--- src/rtl/pipe_pkg.sv ---
// Shared types for the execute stage: ALU opcodes, forward selects, FSM states.
package pipe_pkg;

    typedef enum logic [3:0] {
        ALU_ADD  = 4'd0,
        ALU_SUB  = 4'd1,
        ALU_AND  = 4'd2,
        ALU_OR   = 4'd3,
        ALU_XOR  = 4'd4,
        ALU_SLL  = 4'd5,
        ALU_SRL  = 4'd6,
        ALU_SRA  = 4'd7,
        ALU_SLT  = 4'd8,
        ALU_SLTU = 4'd9,
        ALU_MUL  = 4'd10
    } alu_op_t;

    // Operand source selects coming from the forwarding unit; 2'b11 falls back to the register file.
    localparam logic [1:0] FWD_REG   = 2'b00;
    localparam logic [1:0] FWD_EXMEM = 2'b10;
    localparam logic [1:0] FWD_MEMWB = 2'b01;

    typedef enum logic [1:0] {
        IDLE = 2'd0,
        BUSY = 2'd1,
        DONE = 2'd2
    } ex_state_t;

    // True when the opcode needs the iterative multiplier.
    function automatic logic is_mul_op(input logic [3:0] op);
        return (op == ALU_MUL);
    endfunction

endpackage

--- src/rtl/ex_stage_if.sv ---
// ID/EX -> EX -> EX/MEM signal bundle. The master side is the pipeline
// around the execute stage; the slave side is the execute stage itself.
interface ex_stage_if #(
    parameter int DATA_W = 16,
    parameter int REG_AW = 4
) ();
    logic              id_ex_valid;
    logic [3:0]        id_ex_alu_op;
    logic [DATA_W-1:0] id_ex_rs_data;
    logic [DATA_W-1:0] id_ex_rt_data;
    logic [DATA_W-1:0] id_ex_imm;
    logic              id_ex_alu_src;
    logic [REG_AW-1:0] id_ex_rd;
    logic              id_ex_reg_write;
    logic              id_ex_mem_read;
    logic              id_ex_mem_write;
    logic [1:0]        forward_a;
    logic [1:0]        forward_b;
    logic [DATA_W-1:0] mem_wb_data;
    logic              mem_stall;
    logic              flush;

    logic              ex_stall;
    logic              ex_mem_valid;
    logic              ex_mem_reg_write;
    logic              ex_mem_mem_read;
    logic              ex_mem_mem_write;
    logic [DATA_W-1:0] ex_mem_alu_result;
    logic [DATA_W-1:0] ex_mem_store_data;
    logic [REG_AW-1:0] ex_mem_rd;
    logic              ex_mem_zero;

    modport master (
        output id_ex_valid, id_ex_alu_op, id_ex_rs_data, id_ex_rt_data, id_ex_imm,
               id_ex_alu_src, id_ex_rd, id_ex_reg_write, id_ex_mem_read, id_ex_mem_write,
               forward_a, forward_b, mem_wb_data, mem_stall, flush,
        input  ex_stall, ex_mem_valid, ex_mem_reg_write, ex_mem_mem_read, ex_mem_mem_write,
               ex_mem_alu_result, ex_mem_store_data, ex_mem_rd, ex_mem_zero
    );

    modport slave (
        input  id_ex_valid, id_ex_alu_op, id_ex_rs_data, id_ex_rt_data, id_ex_imm,
               id_ex_alu_src, id_ex_rd, id_ex_reg_write, id_ex_mem_read, id_ex_mem_write,
               forward_a, forward_b, mem_wb_data, mem_stall, flush,
        output ex_stall, ex_mem_valid, ex_mem_reg_write, ex_mem_mem_read, ex_mem_mem_write,
               ex_mem_alu_result, ex_mem_store_data, ex_mem_rd, ex_mem_zero
    );
endinterface

--- src/rtl/ex_stage_seq_multiplier.sv ---
// Iterative shift-add multiplier: one partial product per cycle, W cycles.
// Only the low W bits of the product are kept, so the accumulator is W wide.
module seq_multiplier #(
    parameter int W = 16
) (
    input  logic         clk,
    input  logic         rst_n,
    input  logic         i_start,
    input  logic         i_abort,
    input  logic [W-1:0] i_a,
    input  logic [W-1:0] i_b,
    output logic         o_busy,
    output logic         o_done,
    output logic [W-1:0] o_product
);
    localparam int CNT_W = $clog2(W + 1);
    localparam logic [CNT_W-1:0] CNT_ONE  = {{(CNT_W-1){1'b0}}, 1'b1};
    localparam logic [CNT_W-1:0] CNT_LOAD = CNT_W'(W);

    logic [W-1:0]     r_acc;
    logic [W-1:0]     r_mcand;
    logic [W-1:0]     r_mplier;
    logic [CNT_W-1:0] r_count;

    // Load operands on start, then add-and-shift once per cycle until the counter expires.
    always_ff @(posedge clk or negedge rst_n) begin
        if (!rst_n) begin
            r_acc    <= {W{1'b0}};
            r_mcand  <= {W{1'b0}};
            r_mplier <= {W{1'b0}};
            r_count  <= {CNT_W{1'b0}};
        end else if (i_abort) begin
            r_count  <= {CNT_W{1'b0}};
        end else if (i_start) begin
            r_acc    <= {W{1'b0}};
            r_mcand  <= i_a;
            r_mplier <= i_b;
            r_count  <= CNT_LOAD;
        end else if (r_count != {CNT_W{1'b0}}) begin
            if (r_mplier[0]) begin
                r_acc <= r_acc + r_mcand;
            end
            r_mcand  <= {r_mcand[W-2:0], 1'b0};
            r_mplier <= {1'b0, r_mplier[W-1:1]};
            r_count  <= r_count - CNT_ONE;
        end
    end

    // Busy while iterations remain; done flags the final iteration, so the
    // product register is complete right after the current edge.
    assign o_busy    = (r_count != {CNT_W{1'b0}});
    assign o_done    = (r_count == CNT_ONE);
    assign o_product = r_acc;

endmodule

--- src/rtl/ex_stage.sv ---
// Execute stage: operand forwarding, ALU, MUL sequencing and the EX/MEM register.
module ex_stage
    import pipe_pkg::*;
#(
    parameter int DATA_W = 16,
    parameter int REG_AW = 4
) (
    input  logic      clk,
    input  logic      rst_n,
    ex_stage_if.slave bus
);
    localparam int SH_W = $clog2(DATA_W);

    logic [DATA_W-1:0] w_op_a;
    logic [DATA_W-1:0] w_fwd_b;
    logic [DATA_W-1:0] w_op_b;
    logic [DATA_W-1:0] w_alu;
    logic [DATA_W-1:0] w_result;
    logic [DATA_W-1:0] w_mul_product;
    logic [SH_W-1:0]   w_shamt;
    logic              w_is_mul;
    logic              w_mul_enter;
    logic              w_mul_start;
    logic              w_mul_busy;
    logic              w_mul_done;
    logic              w_bubble;

    ex_state_t         r_state;
    logic              r_ex_mem_valid;
    logic              r_ex_mem_reg_write;
    logic              r_ex_mem_mem_read;
    logic              r_ex_mem_mem_write;
    logic [DATA_W-1:0] r_ex_mem_alu_result;
    logic [DATA_W-1:0] r_ex_mem_store_data;
    logic [REG_AW-1:0] r_ex_mem_rd;
    logic              r_ex_mem_zero;

    // Operand A source select; EX/MEM forwarding taps the registered result, so no loop.
    always_comb begin
        w_op_a = bus.id_ex_rs_data;
        case (bus.forward_a)
            FWD_EXMEM: w_op_a = r_ex_mem_alu_result;
            FWD_MEMWB: w_op_a = bus.mem_wb_data;
            default:   w_op_a = bus.id_ex_rs_data;
        endcase
    end

    // Forwarded operand B (also the store data) and the immediate mux behind it.
    always_comb begin
        w_fwd_b = bus.id_ex_rt_data;
        case (bus.forward_b)
            FWD_EXMEM: w_fwd_b = r_ex_mem_alu_result;
            FWD_MEMWB: w_fwd_b = bus.mem_wb_data;
            default:   w_fwd_b = bus.id_ex_rt_data;
        endcase
        if (bus.id_ex_alu_src) begin
            w_op_b = bus.id_ex_imm;
        end else begin
            w_op_b = w_fwd_b;
        end
    end

    assign w_shamt = w_op_b[SH_W-1:0];

    // Single-cycle ALU; MUL and unused opcodes produce zero here.
    always_comb begin
        w_alu = {DATA_W{1'b0}};
        case (bus.id_ex_alu_op)
            ALU_ADD:  w_alu = w_op_a + w_op_b;
            ALU_SUB:  w_alu = w_op_a - w_op_b;
            ALU_AND:  w_alu = w_op_a & w_op_b;
            ALU_OR:   w_alu = w_op_a | w_op_b;
            ALU_XOR:  w_alu = w_op_a ^ w_op_b;
            ALU_SLL:  w_alu = w_op_a << w_shamt;
            ALU_SRL:  w_alu = w_op_a >> w_shamt;
            ALU_SRA:  w_alu = $unsigned($signed(w_op_a) >>> w_shamt);
            ALU_SLT:  w_alu = {{(DATA_W-1){1'b0}}, ($signed(w_op_a) < $signed(w_op_b))};
            ALU_SLTU: w_alu = {{(DATA_W-1){1'b0}}, (w_op_a < w_op_b)};
            default:  w_alu = {DATA_W{1'b0}};
        endcase
    end

    assign w_is_mul    = bus.id_ex_valid && is_mul_op(bus.id_ex_alu_op);
    assign w_mul_enter = (r_state == IDLE) && w_is_mul;
    assign w_mul_start = w_mul_enter && !bus.flush;
    assign w_result    = (r_state == DONE) ? w_mul_product : w_alu;
    assign w_bubble    = bus.flush || w_mul_enter || (r_state == BUSY);

    // Upstream holds while downstream stalls, a MUL is being launched or iterating.
    // Low in DONE so the MUL leaves ID/EX exactly once.
    assign bus.ex_stall = bus.mem_stall || w_mul_enter || (r_state == BUSY);

    seq_multiplier #(
        .W (DATA_W)
    ) u_mul (
        .clk       (clk),
        .rst_n     (rst_n),
        .i_start   (w_mul_start),
        .i_abort   (bus.flush),
        .i_a       (w_op_a),
        .i_b       (w_fwd_b),
        .o_busy    (w_mul_busy),
        .o_done    (w_mul_done),
        .o_product (w_mul_product)
    );

    // MUL sequencing FSM; flush aborts from any state, DONE waits out mem_stall.
    always_ff @(posedge clk or negedge rst_n) begin
        if (!rst_n) begin
            r_state <= IDLE;
        end else begin
            case (r_state)
                IDLE: begin
                    if (w_mul_start) begin
                        r_state <= BUSY;
                    end
                end
                BUSY: begin
                    if (bus.flush) begin
                        r_state <= IDLE;
                    end else if (w_mul_done) begin
                        r_state <= DONE;
                    end else if (!w_mul_busy) begin
                        // Multiplier lost its count without finishing: recover to IDLE.
                        r_state <= IDLE;
                    end
                end
                DONE: begin
                    if (bus.flush || !bus.mem_stall) begin
                        r_state <= IDLE;
                    end
                end
                default: r_state <= IDLE;
            endcase
        end
    end

    // EX/MEM register: hold on mem_stall, bubble on flush/MUL in flight, else load.
    always_ff @(posedge clk or negedge rst_n) begin
        if (!rst_n) begin
            r_ex_mem_valid      <= 1'b0;
            r_ex_mem_reg_write  <= 1'b0;
            r_ex_mem_mem_read   <= 1'b0;
            r_ex_mem_mem_write  <= 1'b0;
            r_ex_mem_alu_result <= {DATA_W{1'b0}};
            r_ex_mem_store_data <= {DATA_W{1'b0}};
            r_ex_mem_rd         <= {REG_AW{1'b0}};
            r_ex_mem_zero       <= 1'b0;
        end else if (bus.mem_stall) begin
            r_ex_mem_valid      <= r_ex_mem_valid;
        end else if (w_bubble) begin
            r_ex_mem_valid      <= 1'b0;
            r_ex_mem_reg_write  <= 1'b0;
            r_ex_mem_mem_read   <= 1'b0;
            r_ex_mem_mem_write  <= 1'b0;
            r_ex_mem_alu_result <= {DATA_W{1'b0}};
            r_ex_mem_store_data <= {DATA_W{1'b0}};
            r_ex_mem_rd         <= {REG_AW{1'b0}};
            r_ex_mem_zero       <= 1'b0;
        end else begin
            r_ex_mem_valid      <= bus.id_ex_valid;
            r_ex_mem_reg_write  <= bus.id_ex_reg_write;
            r_ex_mem_mem_read   <= bus.id_ex_mem_read;
            r_ex_mem_mem_write  <= bus.id_ex_mem_write;
            r_ex_mem_alu_result <= w_result;
            r_ex_mem_store_data <= w_fwd_b;
            r_ex_mem_rd         <= bus.id_ex_rd;
            r_ex_mem_zero       <= (w_result == {DATA_W{1'b0}});
        end
    end

    assign bus.ex_mem_valid      = r_ex_mem_valid;
    assign bus.ex_mem_reg_write  = r_ex_mem_reg_write;
    assign bus.ex_mem_mem_read   = r_ex_mem_mem_read;
    assign bus.ex_mem_mem_write  = r_ex_mem_mem_write;
    assign bus.ex_mem_alu_result = r_ex_mem_alu_result;
    assign bus.ex_mem_store_data = r_ex_mem_store_data;
    assign bus.ex_mem_rd         = r_ex_mem_rd;
    assign bus.ex_mem_zero       = r_ex_mem_zero;

endmodule
--- src/flat_wrapper.sv ---
// flat-port wrapper written by rule: the top's interface ports become plain ports
module ex_stage_flat import pipe_pkg::*;
#(
    parameter int DATA_W = 16,
    parameter int REG_AW = 4
)
  (clk, rst_n, bus_id_ex_valid, bus_id_ex_alu_op, bus_id_ex_rs_data, bus_id_ex_rt_data, bus_id_ex_imm, bus_id_ex_alu_src, bus_id_ex_rd, bus_id_ex_reg_write, bus_id_ex_mem_read, bus_id_ex_mem_write, bus_forward_a, bus_forward_b, bus_mem_wb_data, bus_mem_stall, bus_flush, bus_ex_stall, bus_ex_mem_valid, bus_ex_mem_reg_write, bus_ex_mem_mem_read, bus_ex_mem_mem_write, bus_ex_mem_alu_result, bus_ex_mem_store_data, bus_ex_mem_rd, bus_ex_mem_zero);
  ex_stage_if #(.DATA_W(DATA_W), .REG_AW(REG_AW)) bus_i ();
  input  logic clk;
  input  logic rst_n;
  input wire logic [$bits(bus_i.id_ex_valid)-1:0] bus_id_ex_valid;
  input wire logic [$bits(bus_i.id_ex_alu_op)-1:0] bus_id_ex_alu_op;
  input wire logic [$bits(bus_i.id_ex_rs_data)-1:0] bus_id_ex_rs_data;
  input wire logic [$bits(bus_i.id_ex_rt_data)-1:0] bus_id_ex_rt_data;
  input wire logic [$bits(bus_i.id_ex_imm)-1:0] bus_id_ex_imm;
  input wire logic [$bits(bus_i.id_ex_alu_src)-1:0] bus_id_ex_alu_src;
  input wire logic [$bits(bus_i.id_ex_rd)-1:0] bus_id_ex_rd;
  input wire logic [$bits(bus_i.id_ex_reg_write)-1:0] bus_id_ex_reg_write;
  input wire logic [$bits(bus_i.id_ex_mem_read)-1:0] bus_id_ex_mem_read;
  input wire logic [$bits(bus_i.id_ex_mem_write)-1:0] bus_id_ex_mem_write;
  input wire logic [$bits(bus_i.forward_a)-1:0] bus_forward_a;
  input wire logic [$bits(bus_i.forward_b)-1:0] bus_forward_b;
  input wire logic [$bits(bus_i.mem_wb_data)-1:0] bus_mem_wb_data;
  input wire logic [$bits(bus_i.mem_stall)-1:0] bus_mem_stall;
  input wire logic [$bits(bus_i.flush)-1:0] bus_flush;
  output wire logic [$bits(bus_i.ex_stall)-1:0] bus_ex_stall;
  output wire logic [$bits(bus_i.ex_mem_valid)-1:0] bus_ex_mem_valid;
  output wire logic [$bits(bus_i.ex_mem_reg_write)-1:0] bus_ex_mem_reg_write;
  output wire logic [$bits(bus_i.ex_mem_mem_read)-1:0] bus_ex_mem_mem_read;
  output wire logic [$bits(bus_i.ex_mem_mem_write)-1:0] bus_ex_mem_mem_write;
  output wire logic [$bits(bus_i.ex_mem_alu_result)-1:0] bus_ex_mem_alu_result;
  output wire logic [$bits(bus_i.ex_mem_store_data)-1:0] bus_ex_mem_store_data;
  output wire logic [$bits(bus_i.ex_mem_rd)-1:0] bus_ex_mem_rd;
  output wire logic [$bits(bus_i.ex_mem_zero)-1:0] bus_ex_mem_zero;
  assign bus_i.id_ex_valid = bus_id_ex_valid;
  assign bus_i.id_ex_alu_op = bus_id_ex_alu_op;
  assign bus_i.id_ex_rs_data = bus_id_ex_rs_data;
  assign bus_i.id_ex_rt_data = bus_id_ex_rt_data;
  assign bus_i.id_ex_imm = bus_id_ex_imm;
  assign bus_i.id_ex_alu_src = bus_id_ex_alu_src;
  assign bus_i.id_ex_rd = bus_id_ex_rd;
  assign bus_i.id_ex_reg_write = bus_id_ex_reg_write;
  assign bus_i.id_ex_mem_read = bus_id_ex_mem_read;
  assign bus_i.id_ex_mem_write = bus_id_ex_mem_write;
  assign bus_i.forward_a = bus_forward_a;
  assign bus_i.forward_b = bus_forward_b;
  assign bus_i.mem_wb_data = bus_mem_wb_data;
  assign bus_i.mem_stall = bus_mem_stall;
  assign bus_i.flush = bus_flush;
  assign bus_ex_stall = bus_i.ex_stall;
  assign bus_ex_mem_valid = bus_i.ex_mem_valid;
  assign bus_ex_mem_reg_write = bus_i.ex_mem_reg_write;
  assign bus_ex_mem_mem_read = bus_i.ex_mem_mem_read;
  assign bus_ex_mem_mem_write = bus_i.ex_mem_mem_write;
  assign bus_ex_mem_alu_result = bus_i.ex_mem_alu_result;
  assign bus_ex_mem_store_data = bus_i.ex_mem_store_data;
  assign bus_ex_mem_rd = bus_i.ex_mem_rd;
  assign bus_ex_mem_zero = bus_i.ex_mem_zero;
  ex_stage #(.DATA_W(DATA_W), .REG_AW(REG_AW)) u_core (.clk(clk), .rst_n(rst_n), .bus(bus_i));
endmodule
--- config.mk ---
export PLATFORM = sky130hd
export DESIGN_NAME = ex_stage_flat
export DESIGN_NICKNAME = d
export VERILOG_FILES = /design/src/rtl/pipe_pkg.sv /design/src/rtl/ex_stage_if.sv /design/src/rtl/ex_stage_seq_multiplier.sv /design/src/rtl/ex_stage.sv /design/src/flat_wrapper.sv
export SDC_FILE = /design/constraint.sdc
export NUM_CORES = 1
export LEC_CHECK = 0
export ABC_AREA = 1
export BUFFER_PORTS_ARGS = -buffer_cell sky130_fd_sc_hd__buf_2
export CORE_MARGIN = 2
export CORE_UTILIZATION = 50
export CTS_CLUSTER_DIAMETER = 100
export CTS_CLUSTER_SIZE = 24
export DETAILED_ROUTE_END_ITERATION = 6
export MAX_ROUTING_LAYER = met4
export PLACE_DENSITY = 0.69
export SLEW_MARGIN = 10
export SYNTH_ARGS = -nofsm -noshare
export SYNTH_HDL_FRONTEND = slang
export SYNTH_HIERARCHICAL = 1
export SYNTH_SLANG_ARGS = --single-unit
--- constraint.sdc ---
create_clock -name clk -period 7.19 [get_ports clk]
set_input_delay 0.719 -clock clk [delete_from_list [all_inputs] [get_ports clk]]
set_output_delay 0.719 -clock clk [all_outputs]
set_load 0.02 [all_outputs]
==> summary.md <==
| Metric | Value |
|---|---|
| Placed cell areas | 10930 µm² |
| Clock Skew | 10.80 ps |
| Clock power share | 17.5% |
| CTS Root Cell | clkbuf_16 |
| Most common library cells after synthesis | nand2_1, nand3_1, inv_1 |
| Initial DRC count | 1134 |
| Combinational Power Share | 53.9% |
| WP data required | 7480 ps |
| Most area-consuming cells after synthesis | dfrtp_1, nand2_1, nand3_1 |
| Number of buffers added on ports | 126 |
| Drt total wl | 39230 µm |
| DR pass1 iterations | 6 |
| Crit path DAT | 5450 ps |
| Vias | 11530 |
| Avg WL per Cell | 19.68 µm |
| Mean area per synthesized cell | 6.276 µm² |
| Post-CTS Resized | 0 |
| Seq/Total Area, Yosys | 23.31% |
| Grt met3 use | 8.981% |
| Count leader, synth | nand2_1 |
| Core area | 20230 µm² |
| Period utilisation layout | 71.75% |
| Power per cell area | 246.8 nW/µm² |
| TritonCTS buffer count | 9 |
| Gpl congestion | 1.029 |
| Cells after Synth | 1642 |
| Initial antenna violation count | 0 |
| Crit path time final | 5159 ps |
| Synth warnings | 6 |
| Share of layout cells above drive strength 1 | 12.65% |
| Sequential power share | 28.5% |
| Main synth FF type | dfrtp_1 |
| Worst hold path class | in2async |
| Die H | 147.6 µm |
| Cell taking the most area after synthesis | dfrtp_1 |
| GR peak layer | met2 |
| Tot Pwr | 2774 µW |
| Initial core utilization | 50.93% |
| Clk Latency, worst-skew pair | 350 ps |
| Largest net degree at the start of global routing | 72 |
| GRT met1 Usage | 48.12% |
| CTS sink count | 96 |
| Worst setup EP type | flip-flop |
| # IOs | 127 |
| Psw | 1376 µW |
| Nets | 1878 |
| Synthesized Nets | 1802 |
| Int Pwr | 1398 µW |
| Drt drc | 0 |
| Sw Share | 49.61% |
| Yosys cell types | 53 |
| Remaining antenna violation count | 0 |
| Share of the synthesized area in the top cell type | 23.31% |
| Setup TNS | 0 ps |
| Final non-filler cell area | 11240 µm² |
| Final slew viol count | 0 |
| Die Wd | 147.6 µm |
| DP HPWL | 31070 µm |
| Final hold violation count | 0 |
| Slew headroom | 19.44% |
| Clock Pin Slew Worst Setup and Hold Paths | 70 ps |
| Total grt overflow | 0 |
| Setup Buffers After CTS | 0 |
| Vias in the first global route | 10630 |
| Peak supply drop | 0.0002073 V |
| Routing usage on met2 | 54.09% |
| Antenna fix cells | 0 |
| Post-synth EDFFs | 0 |
| Vias/cell | 5.787 |
| Max_cap viols | 0 |
| Post-CTS Hold Fix Bufs | 0 |
| Leak | 0.006155 µW |
| Post-Syn Area | 10300 µm² |
| Register bit total from synthesis | 96 |
| Row Count | 52 |
| DIE AREA | 21770 µm² |
| Least-Margin Pin Slew | 1196 ps |
| Layout area overhead | 9.034% |
| Unrepaired setup endpoints after global routing | no |
| H-tree Lvls | 3 |
| Setup violators final | 0 |
| GR Util All Layers | 36.42% |
| Post-synth ARST share | 100.0% |
| Critical path class | in2reg |
| Setup crit start kind | input port |
| Global-route wire length before repair | 59430 µm |
| Status | completed |
| CTS Buffer Depth | 2 |
| Critical-path maximum fanout | 35 |
| CTS tree | yes |
| FMAX | 0.1938 GHz |
[metal layers]
metal  vias up  routed length (µm)
met4         0                1617
li1       5580                   -
met3        91                4073
met1      5259               16870
met5         -                   0
met2       603               16670
[state kept, by name (all words and copies together), names as in the netlist, 2 cells and up]
register and cells:
u_core/bus.ex_mem_alu_result 16, u_core/bus.ex_mem_rd 4, u_core/bus.ex_mem_store_data 16, u_core/r_state 2, u_core/u_mul/o_product 16, u_core/u_mul/r_count 5, u_core/u_mul/r_mcand 16, u_core/u_mul/r_mplier 16
[cell usage in the layout (no fill, tap or decap), drive strengths merged, types with 3 or more instances in the layout]
master / Yosys / final
a21boi: 4 / 4
a21oi: 63 / 63
inv: 203 / 207
o21ai: 132 / 132
a22o: 12 / 12
o22ai: 14 / 14
xor2: 5 / 5
a211oi: 4 / 4
o211ai: 38 / 38
dfrtp: 96 / 96
nand3b: 4 / 4
clkinv: 2 / 5
nor3: 16 / 16
nor2: 85 / 85
o21bai: 6 / 6
ha: 72 / 72
xnor2: 3 / 3
nand4: 17 / 17
nand2: 531 / 531
a31oi: 3 / 3
or2: 15 / 15
clkbuf: 23 / 9
a221oi: 4 / 4
nor4: 3 / 3
a21o: 6 / 6
nand3: 221 / 221
buf: 47 / 135
fa: 3 / 3
[final cells by class]
class,instances,area (µm²)
Timing Repair Buffer,135,700.7
Multi-Input combinational cell,1271,6716
Fill cell,2121,8999
Sequential cell,96,2402
Clock inverter,7,81.33
Tap cell,270,337.8
Clock buffer,9,225.2
Inverter,205,772.0
[logic make-up (layout without fill, tap and decap cells)]
family / Yosys count / count (layout) / synth area share [%]
adders and majority gates: 75 / 75 / 9.325
xor gates and xnor gates: 8 / 8 / 0.6800
buffers and inverters: 275 / 356 / 11.53
AOI/OAI and AO/OA: 293 / 293 / 17.20
and+or+nand+nor: 894 / 894 / 37.85
muxes: 1 / 1 / 0.09714
DFF: 96 / 96 / 23.31
[worst paths after layout]
path	startpoint	to	slack, ps	depth (start not counted)
max in group asynchronous	rst_n	u_core/bus.ex_mem_alu_result[0]$_DFFE_PN0N_	5710	2
worst min-delay path	rst_n	u_core/u_mul/o_product[9]$_DFFE_PN0P_	260	1
min in group clk	u_core/bus.ex_mem_store_data[10]$_DFFE_PN0N_	u_core/bus.ex_mem_store_data[10]$_DFFE_PN0N_	490	2
worst min register to register	u_core/bus.ex_mem_store_data[10]$_DFFE_PN0N_	u_core/bus.ex_mem_store_data[10]$_DFFE_PN0N_	490	2
worst max-delay path	bus_forward_b[0]	u_core/bus.ex_mem_zero$_DFFE_PN0N_	2030	19
worst max register to register	u_core/bus.ex_mem_alu_result[2]$_DFFE_PN0N_	u_core/bus.ex_mem_zero$_DFFE_PN0N_	2820	17
[through the flow]
step	instances	hold WS [ps]	utilization, %	setup slack (ps)
floorplan	1642	423.4	-	3366
global placement	1977	462.2	54.01	1906
detailed placement	1977	469.7	54.01	1832
CTS	1993	270.2	55.53	2206
global route	1993	283.8	55.53	1829
finish	1993	259.4	55.53	2031
[critical path, cell delays in order]
cell	delay (ps)
buf_2	90
inv_1	40
ha_1	350
inv_2	430
o21ai_2	190
a21boi_4	140
buf_4	360
inv_2	360
ha_1	550
inv_1	150
nor2_1	120
nor3_1	70
a2111oi_0	900
nand2_1	290
a21boi_1	290
nand3_1	110
nor2_1	120
nand3_1	80
nand2_1	60
[power by group through the flow]
stage	Sequential [µW]	Combinational, µW	Clock (µW)
6_report	792	1500	486
5_1_grt	801	1670	515
4_1_cts	788	1470	496
3_5_place_dp	797	1460	0
3_3_place_gp	796	1440	0
2_1_floorplan	777	1070	0
Note: power is estimated with default switching activity, not from simulation.
